$ cat src/rtl/spi_mem_pkg.sv
// Shared FSM state encodings and command codes for the SPI-to-memory bridge.
package spi_mem_pkg;

  typedef logic [2:0] state_t;

  localparam state_t S_IDLE    = 3'd0;
  localparam state_t S_CMD     = 3'd1;
  localparam state_t S_WR_ADDR = 3'd2;
  localparam state_t S_WR_DATA = 3'd3;
  localparam state_t S_RD_ADDR = 3'd4;
  localparam state_t S_RD_TURN = 3'd5;
  localparam state_t S_RD_DATA = 3'd6;
  // Address received; swallow the rest of the frame until SS_n rises.
  localparam state_t S_WAIT    = 3'd7;

  localparam logic [1:0] CMD_WR_ADDR = 2'b00;
  localparam logic [1:0] CMD_WR_DATA = 2'b01;
  localparam logic [1:0] CMD_RD_ADDR = 2'b10;
  localparam logic [1:0] CMD_RD_DATA = 2'b11;

endpackage

$ cat src/rtl/spi_mem_array.sv
// Register-file storage: one synchronous write port, one combinational read port.
module spi_mem_array #(
  parameter int ADDR_WIDTH = 8,
  parameter int DATA_WIDTH = 8,
  parameter int MEM_DEPTH  = 256
) (
  input  logic                  clk,
  input  logic                  i_we,
  input  logic [ADDR_WIDTH-1:0] i_waddr,
  input  logic [DATA_WIDTH-1:0] i_wdata,
  input  logic [ADDR_WIDTH-1:0] i_raddr,
  output logic [DATA_WIDTH-1:0] o_rdata
);

  logic [DATA_WIDTH-1:0] r_mem [MEM_DEPTH];

  always_ff @(posedge clk) begin
    if (i_we) begin
      r_mem[i_waddr] <= i_wdata;
    end
  end

  assign o_rdata = r_mem[i_raddr];

endmodule

$ cat src/rtl/spi_mem_bridge.sv
// SPI-slave front end that decodes framed commands into burst writes and
// gap-free burst reads of an internal register-file memory.
module spi_mem_bridge
  import spi_mem_pkg::*;
#(
  parameter int ADDR_WIDTH = 8,
  parameter int DATA_WIDTH = 8,
  parameter int MEM_DEPTH  = 256
) (
  input  logic clk,
  input  logic rst_n,
  input  logic MOSI,
  input  logic SS_n,
  output logic MISO
);

  localparam int MAXW = (DATA_WIDTH > ADDR_WIDTH) ? DATA_WIDTH : ADDR_WIDTH;
  localparam int CW   = $clog2(MAXW + 1);
  localparam logic [ADDR_WIDTH-1:0] LAST_ADDR  = ADDR_WIDTH'(MEM_DEPTH - 1);
  localparam logic [ADDR_WIDTH:0]   DEPTH_W    = (ADDR_WIDTH + 1)'(MEM_DEPTH);
  localparam logic [CW-1:0]         ADDR_LAST  = CW'(ADDR_WIDTH - 1);
  localparam logic [CW-1:0]         DATA_LAST  = CW'(DATA_WIDTH - 1);

  state_t                r_state;
  logic                  r_cmd_hi;
  logic [CW-1:0]         r_cnt;
  logic [MAXW-2:0]       r_rx;
  logic [DATA_WIDTH-1:0] r_tx;
  logic                  r_miso;
  logic [ADDR_WIDTH-1:0] r_wr_ptr;
  logic [ADDR_WIDTH-1:0] r_rd_ptr;

  logic [MAXW-1:0]       w_rx_next;
  logic [ADDR_WIDTH-1:0] w_addr_in;
  logic                  w_addr_ok;
  logic [ADDR_WIDTH-1:0] w_wr_ptr_inc;
  logic [ADDR_WIDTH-1:0] w_rd_ptr_inc;
  logic [ADDR_WIDTH-1:0] w_rd_addr;
  logic [DATA_WIDTH-1:0] w_rd_data;
  logic                  w_we;

  function automatic logic [ADDR_WIDTH-1:0] ptr_inc(input logic [ADDR_WIDTH-1:0] p);
    return (p == LAST_ADDR) ? '0 : p + ADDR_WIDTH'(1);
  endfunction

  assign w_rx_next    = {r_rx, MOSI};
  assign w_addr_in    = w_rx_next[ADDR_WIDTH-1:0];
  assign w_addr_ok    = {1'b0, w_addr_in} < DEPTH_W;
  assign w_wr_ptr_inc = ptr_inc(r_wr_ptr);
  assign w_rd_ptr_inc = ptr_inc(r_rd_ptr);

  // While streaming, the single read port looks one word ahead so the next
  // MSB is ready at the word boundary with no idle bit.
  assign w_rd_addr = (r_state == S_RD_DATA) ? w_rd_ptr_inc : r_rd_ptr;

  assign w_we = rst_n && !SS_n && (r_state == S_WR_DATA) && (r_cnt == DATA_LAST);

  spi_mem_array #(
    .ADDR_WIDTH(ADDR_WIDTH),
    .DATA_WIDTH(DATA_WIDTH),
    .MEM_DEPTH (MEM_DEPTH)
  ) u_array (
    .clk    (clk),
    .i_we   (w_we),
    .i_waddr(r_wr_ptr),
    .i_wdata(w_rx_next[DATA_WIDTH-1:0]),
    .i_raddr(w_rd_addr),
    .o_rdata(w_rd_data)
  );

  always_ff @(posedge clk) begin
    if (!rst_n) begin
      r_state  <= S_IDLE;
      r_cmd_hi <= 1'b0;
      r_cnt    <= '0;
      r_rx     <= '0;
      r_tx     <= '0;
      r_miso   <= 1'b0;
      r_wr_ptr <= '0;
      r_rd_ptr <= '0;
    end else if (SS_n) begin
      // Frame ended: any partial word or address is simply dropped.
      r_state <= S_IDLE;
      r_cnt   <= '0;
      r_miso  <= 1'b0;
    end else begin
      r_miso <= 1'b0;
      case (r_state)
        S_IDLE: begin
          r_cmd_hi <= MOSI;
          r_cnt    <= '0;
          r_state  <= S_CMD;
        end
        S_CMD: begin
          r_cnt <= '0;
          case ({r_cmd_hi, MOSI})
            CMD_WR_ADDR: r_state <= S_WR_ADDR;
            CMD_WR_DATA: r_state <= S_WR_DATA;
            CMD_RD_ADDR: r_state <= S_RD_ADDR;
            default:     r_state <= S_RD_TURN;
          endcase
        end
        S_WR_ADDR, S_RD_ADDR: begin
          r_rx <= w_rx_next[MAXW-2:0];
          if (r_cnt == ADDR_LAST) begin
            if (w_addr_ok && r_state == S_WR_ADDR) r_wr_ptr <= w_addr_in;
            if (w_addr_ok && r_state == S_RD_ADDR) r_rd_ptr <= w_addr_in;
            r_cnt   <= '0;
            r_state <= S_WAIT;
          end else begin
            r_cnt <= r_cnt + CW'(1);
          end
        end
        S_WR_DATA: begin
          r_rx <= w_rx_next[MAXW-2:0];
          if (r_cnt == DATA_LAST) begin
            r_wr_ptr <= w_wr_ptr_inc;
            r_cnt    <= '0;
          end else begin
            r_cnt <= r_cnt + CW'(1);
          end
        end
        S_RD_TURN: begin
          r_miso  <= w_rd_data[DATA_WIDTH-1];
          r_tx    <= w_rd_data << 1;
          r_cnt   <= '0;
          r_state <= S_RD_DATA;
        end
        S_RD_DATA: begin
          if (r_cnt == DATA_LAST) begin
            r_miso   <= w_rd_data[DATA_WIDTH-1];
            r_tx     <= w_rd_data << 1;
            r_rd_ptr <= w_rd_ptr_inc;
            r_cnt    <= '0;
          end else begin
            r_miso <= r_tx[DATA_WIDTH-1];
            r_tx   <= r_tx << 1;
            r_cnt  <= r_cnt + CW'(1);
          end
        end
        default: r_state <= S_WAIT;
      endcase
    end
  end

  assign MISO = r_miso;

endmodule

$ cat config.mk
export PLATFORM = sky130hd
export DESIGN_NAME = spi_mem_bridge
export DESIGN_NICKNAME = d
export VERILOG_FILES = /design/src/rtl/spi_mem_pkg.sv /design/src/rtl/spi_mem_array.sv /design/src/rtl/spi_mem_bridge.sv
export SDC_FILE = /design/constraint.sdc
export NUM_CORES = 2
export LEC_CHECK = 0
export ABC_AREA = 1
export BUFFER_PORTS_ARGS = -buffer_cell sky130_fd_sc_hd__buf_2
export CORE_ASPECT_RATIO = 0.8
export CORE_MARGIN = 2
export CORE_UTILIZATION = 40
export DETAILED_ROUTE_END_ITERATION = 6
export PLACE_DENSITY_LB_ADDON = 0.15
export SYNTH_ARGS = -nofsm -noshare
export SYNTH_HDL_FRONTEND = slang
export SYNTH_SLANG_ARGS = --single-unit
$ cat constraint.sdc
create_clock -name clk -period 5.67 [get_ports clk]
set_input_delay 1.134 -clock clk [delete_from_list [all_inputs] [get_ports clk]]
set_output_delay 1.134 -clock clk [all_outputs]
set_load 0.02 [all_outputs]
==> flow_summary.yaml <==
pwr:
  switching_power_mw: 6.35
  switching_share_pct: 20.4
  pwr_density_cell_mw_per_mm2: 316
  vdd_drop_max_mv: 0.287
  pwr-share-clk_pct: 43.8
  pwr-share-seq_pct: 54.7
  combPwrFrac_pct: 1.4
  internal_power_mw: 24.8
  p_leak_nw: 35.7
finish:
  stdcell_area_sq_mm: 0.0986
  drive_above_1_share_pct: 5.87
  layout.nets: 7745
  final_cell_mix: "2048 x edfxtp_1, 1970 x nand2_1, 1713 x nand3_1, 657 x inv_1, 336 x nand3b_1"
  area_delta_synth_final_pct: 11.0
  fill_cells: 20400
  final_common_cell: "edfxtp_1"
  fin_cells: 10900
placed_design:
  hpwlAfterDp_um: 147000
  dp_cells: 10500
  portBuffers: 4
  dpl_cell_area_sq_mm: 0.0920
  gp_congestion: 0.840
clock_network:
  cts.repair.resized: 0
  clock-sinks: 2087
  ctsRootBufferMaster: "clkbuf_16"
  numCtsBuffers: 213
  ctsHtreeMaxLevel: 4
  clockBufferDepth: 4
  cts_tree: "yes"
  postCtsSetupBuffers: 0
  postCtsHoldBufs: 0
  clkTransAtPathRegs_ps: 70
  worstSkewPairLatency_ps: 880
timing:
  rsz0062_at_grt: "no"
  clock_skew_ps: 62.3
  tightest_slew_ps: 1370
  fmax_mhz: 211
  tns_ps: 0
  final_hold_viol_count: 0
  setup_viol: 0
  drv_slew: 0
  slew_headroom_pct: 8.21
  hold_slack_ps: 476
  fin_crit_sh_pct: 83.4
  min_period_ps: 4730
detailed_routing:
  postRouteAntennaNets: 0
  routed_wirelength_um: 265000
  via_count: 59500
  first_iter_violations: 7284
  routedWlPerCell_um: 24.4
  dr.pass1.iters: 7
  drc: 0
  viasPerCell: 5.48
die:
  initial_utilization_pct: 40.3
  fp.dieArea_sq_mm: 0.226
  io_pins: 5
  fp-row-count: 154
  dieWidth_um: 531
  core_area_sq_mm: 0.221
  die_height_um: 426
logic_synthesis:
  synth.top_cell.area_share_pct: 69.2
  ys_ff_latch: 2087
  yosys-top-cells-area: "edfxtp_1 69%, nand3_1 9.7%, nand2_1 8.4%"
  async_reset_ff_share_pct: 0
  syn_area_sq_mm: 0.0889
  ys_warn_count: 0
  yosysUniqueCellTypes: 38
  synth_edf_count: 2048
  netlist_instances: 7910
  yosysTopAreaCell: "edfxtp_1"
  syn-num-nets: 7920
  seq_area_frac_synth_pct: 70.1
  synth-main-ff-cell: "edfxtp_1"
  synth.avg_cell_area_sq_um: 11.2
grt:
  grt.total_usage_pct: 23.1
  grt_pass1_vias: 57100
  grt_max_degree: 199
  antenna_found_initial: 16
  overflow: 0
  grt_first_pass_wirelength_um: 386000
setup_path:
  endpoint_kind: "register"
  crit_fanout: 19
  crit_family: "simple AND/OR/NAND/NOR gates"
  critPathBufInv: 5
  cp_slowest_cell: "nor2_1"
  cp_num_cells: 10
  path_cells: "buf_2, clkinv_1, buf_4, nor2_1, inv_1, nor3_1, inv_1, nor3_2, nand2_1, nor2_1"
  required_ps: 6150
  crit_type: "input port to register"
  arrival_ps: 5210
  reg2regPathDepth: 8
  crit_path_start_kind: "input port"
  crit_path_max_incr_delay_ps: 840
run_status:
  run_status: "finished, final reports clean"
min_path:
  hp-class: "register to register"
  hold_path_depth: 2
run:
  drv_cap: 0
-- routing by layer --
metal  vias to the layer above  GRT usage [%]  wire length, um
met5                         -              0               29
met4                         4           5.85             6280
met3                       386           3.70            20900
met2                      2317           34.9           116000
met1                     29700           34.6           121000
li1                      27100              -                -
-- final timing paths --
kind / startpoint / endpoint / slack, ps
worst min-delay path: r_tx[1]$_SDFFE_PN0P_ / r_tx[1]$_SDFFE_PN0P_ / 480
worst max-delay path: rst_n / u_array.r_mem[105][3]$_DFFE_PP_ / 940
worst max register to register: r_state[1]$_SDFFE_PP0P_ / u_array.r_mem[105][3]$_DFFE_PP_ / 1050
worst min register to register: r_tx[1]$_SDFFE_PN0P_ / r_tx[1]$_SDFFE_PN0P_ / 480
-- power groups by stage --
stage | combinational (mW) | sequential [mW] | clock (mW)
finish | 0.445 | 17.1 | 13.7
global route | 0.477 | 17.0 | 14.5
CTS | 0.451 | 17.1 | 13.9
detailed placement | 0.451 | 17.4 | 0
floorplan | 0.0828 | 17.5 | 0
global placement | 0.455 | 17.4 | 0
-- cell usage after synthesis (all sizes together) (2+ instances only) --
cell type and instances:
clkinv 2, a211oi 2, nor2 302, dfxtp 39, o211ai 168, nor3 7
nor4 4, a31oi 2, o21ai 42, edfxtp 2048, nand2 1980, inv 664
nand3b 336, a22oi 2, nand3 1722, a221oi 9, a21oi 39, clkbuf 226
buf 302, ha 6
-- logic make-up after synthesis --
| group | count (synthesis) | synth area share, % |
|---|---|---|
| DFF | 2087 | 70.1 |
| and+or+nand+nor | 4353 | 22.3 |
| xor gates and xnor gates | 2 | 0.0197 |
| buffers and inverters | 1194 | 5.49 |
| AOI/OAI and AO/OA | 268 | 2.05 |
| adders and majority gates | 6 | 0.0845 |
-- worst register-to-register path, cell delays in order, from the launching register on --
cell	delay, ps
dfxtp_1	430
nand2_1	110
nor2_1	430
inv_2	240
nor3_1	400
inv_1	240
nor3_2	700
nand2_1	820
nor2_1	860
-- state kept, by name, indices dropped and copies added (netlist names) --
name           flops
MISO               1
r_cnt              4
u_array.r_mem   2048
r_rx               7
r_rd_ptr           8
r_tx               7
r_wr_ptr           8
r_state            3
r_cmd_hi           1
-- per-stage QoR --
| stage | power (mW) | util (%) | worst slack, ps |
|---|---|---|---|
| after floorplan | 17.6 | - | 1320 |
| after global routing | 32.0 | 44.7 | 863 |
| final | 31.2 | 44.7 | 939 |
| after CTS | 31.4 | 44.7 | 1090 |
| after global placement | 17.8 | 41.7 | 171 |
| after detailed placement | 17.8 | 41.7 | 154 |
-- cell type report --
cell class                      count  area, sq um  area share [%]
Sequential cell                  2087        62300            63.2
Multi-Input combinational cell   4629        21900            22.2
Clock buffer                      269         5640            5.72
Tap cell                         2964         3710            3.76
Inverter                          666         2520            2.56
Timing Repair Buffer              138         1600            1.62
Clock inverter                    117          986            1.00
Antenna cell                        2         5.00         0.00507
Power figures use the tool's default switching activity.
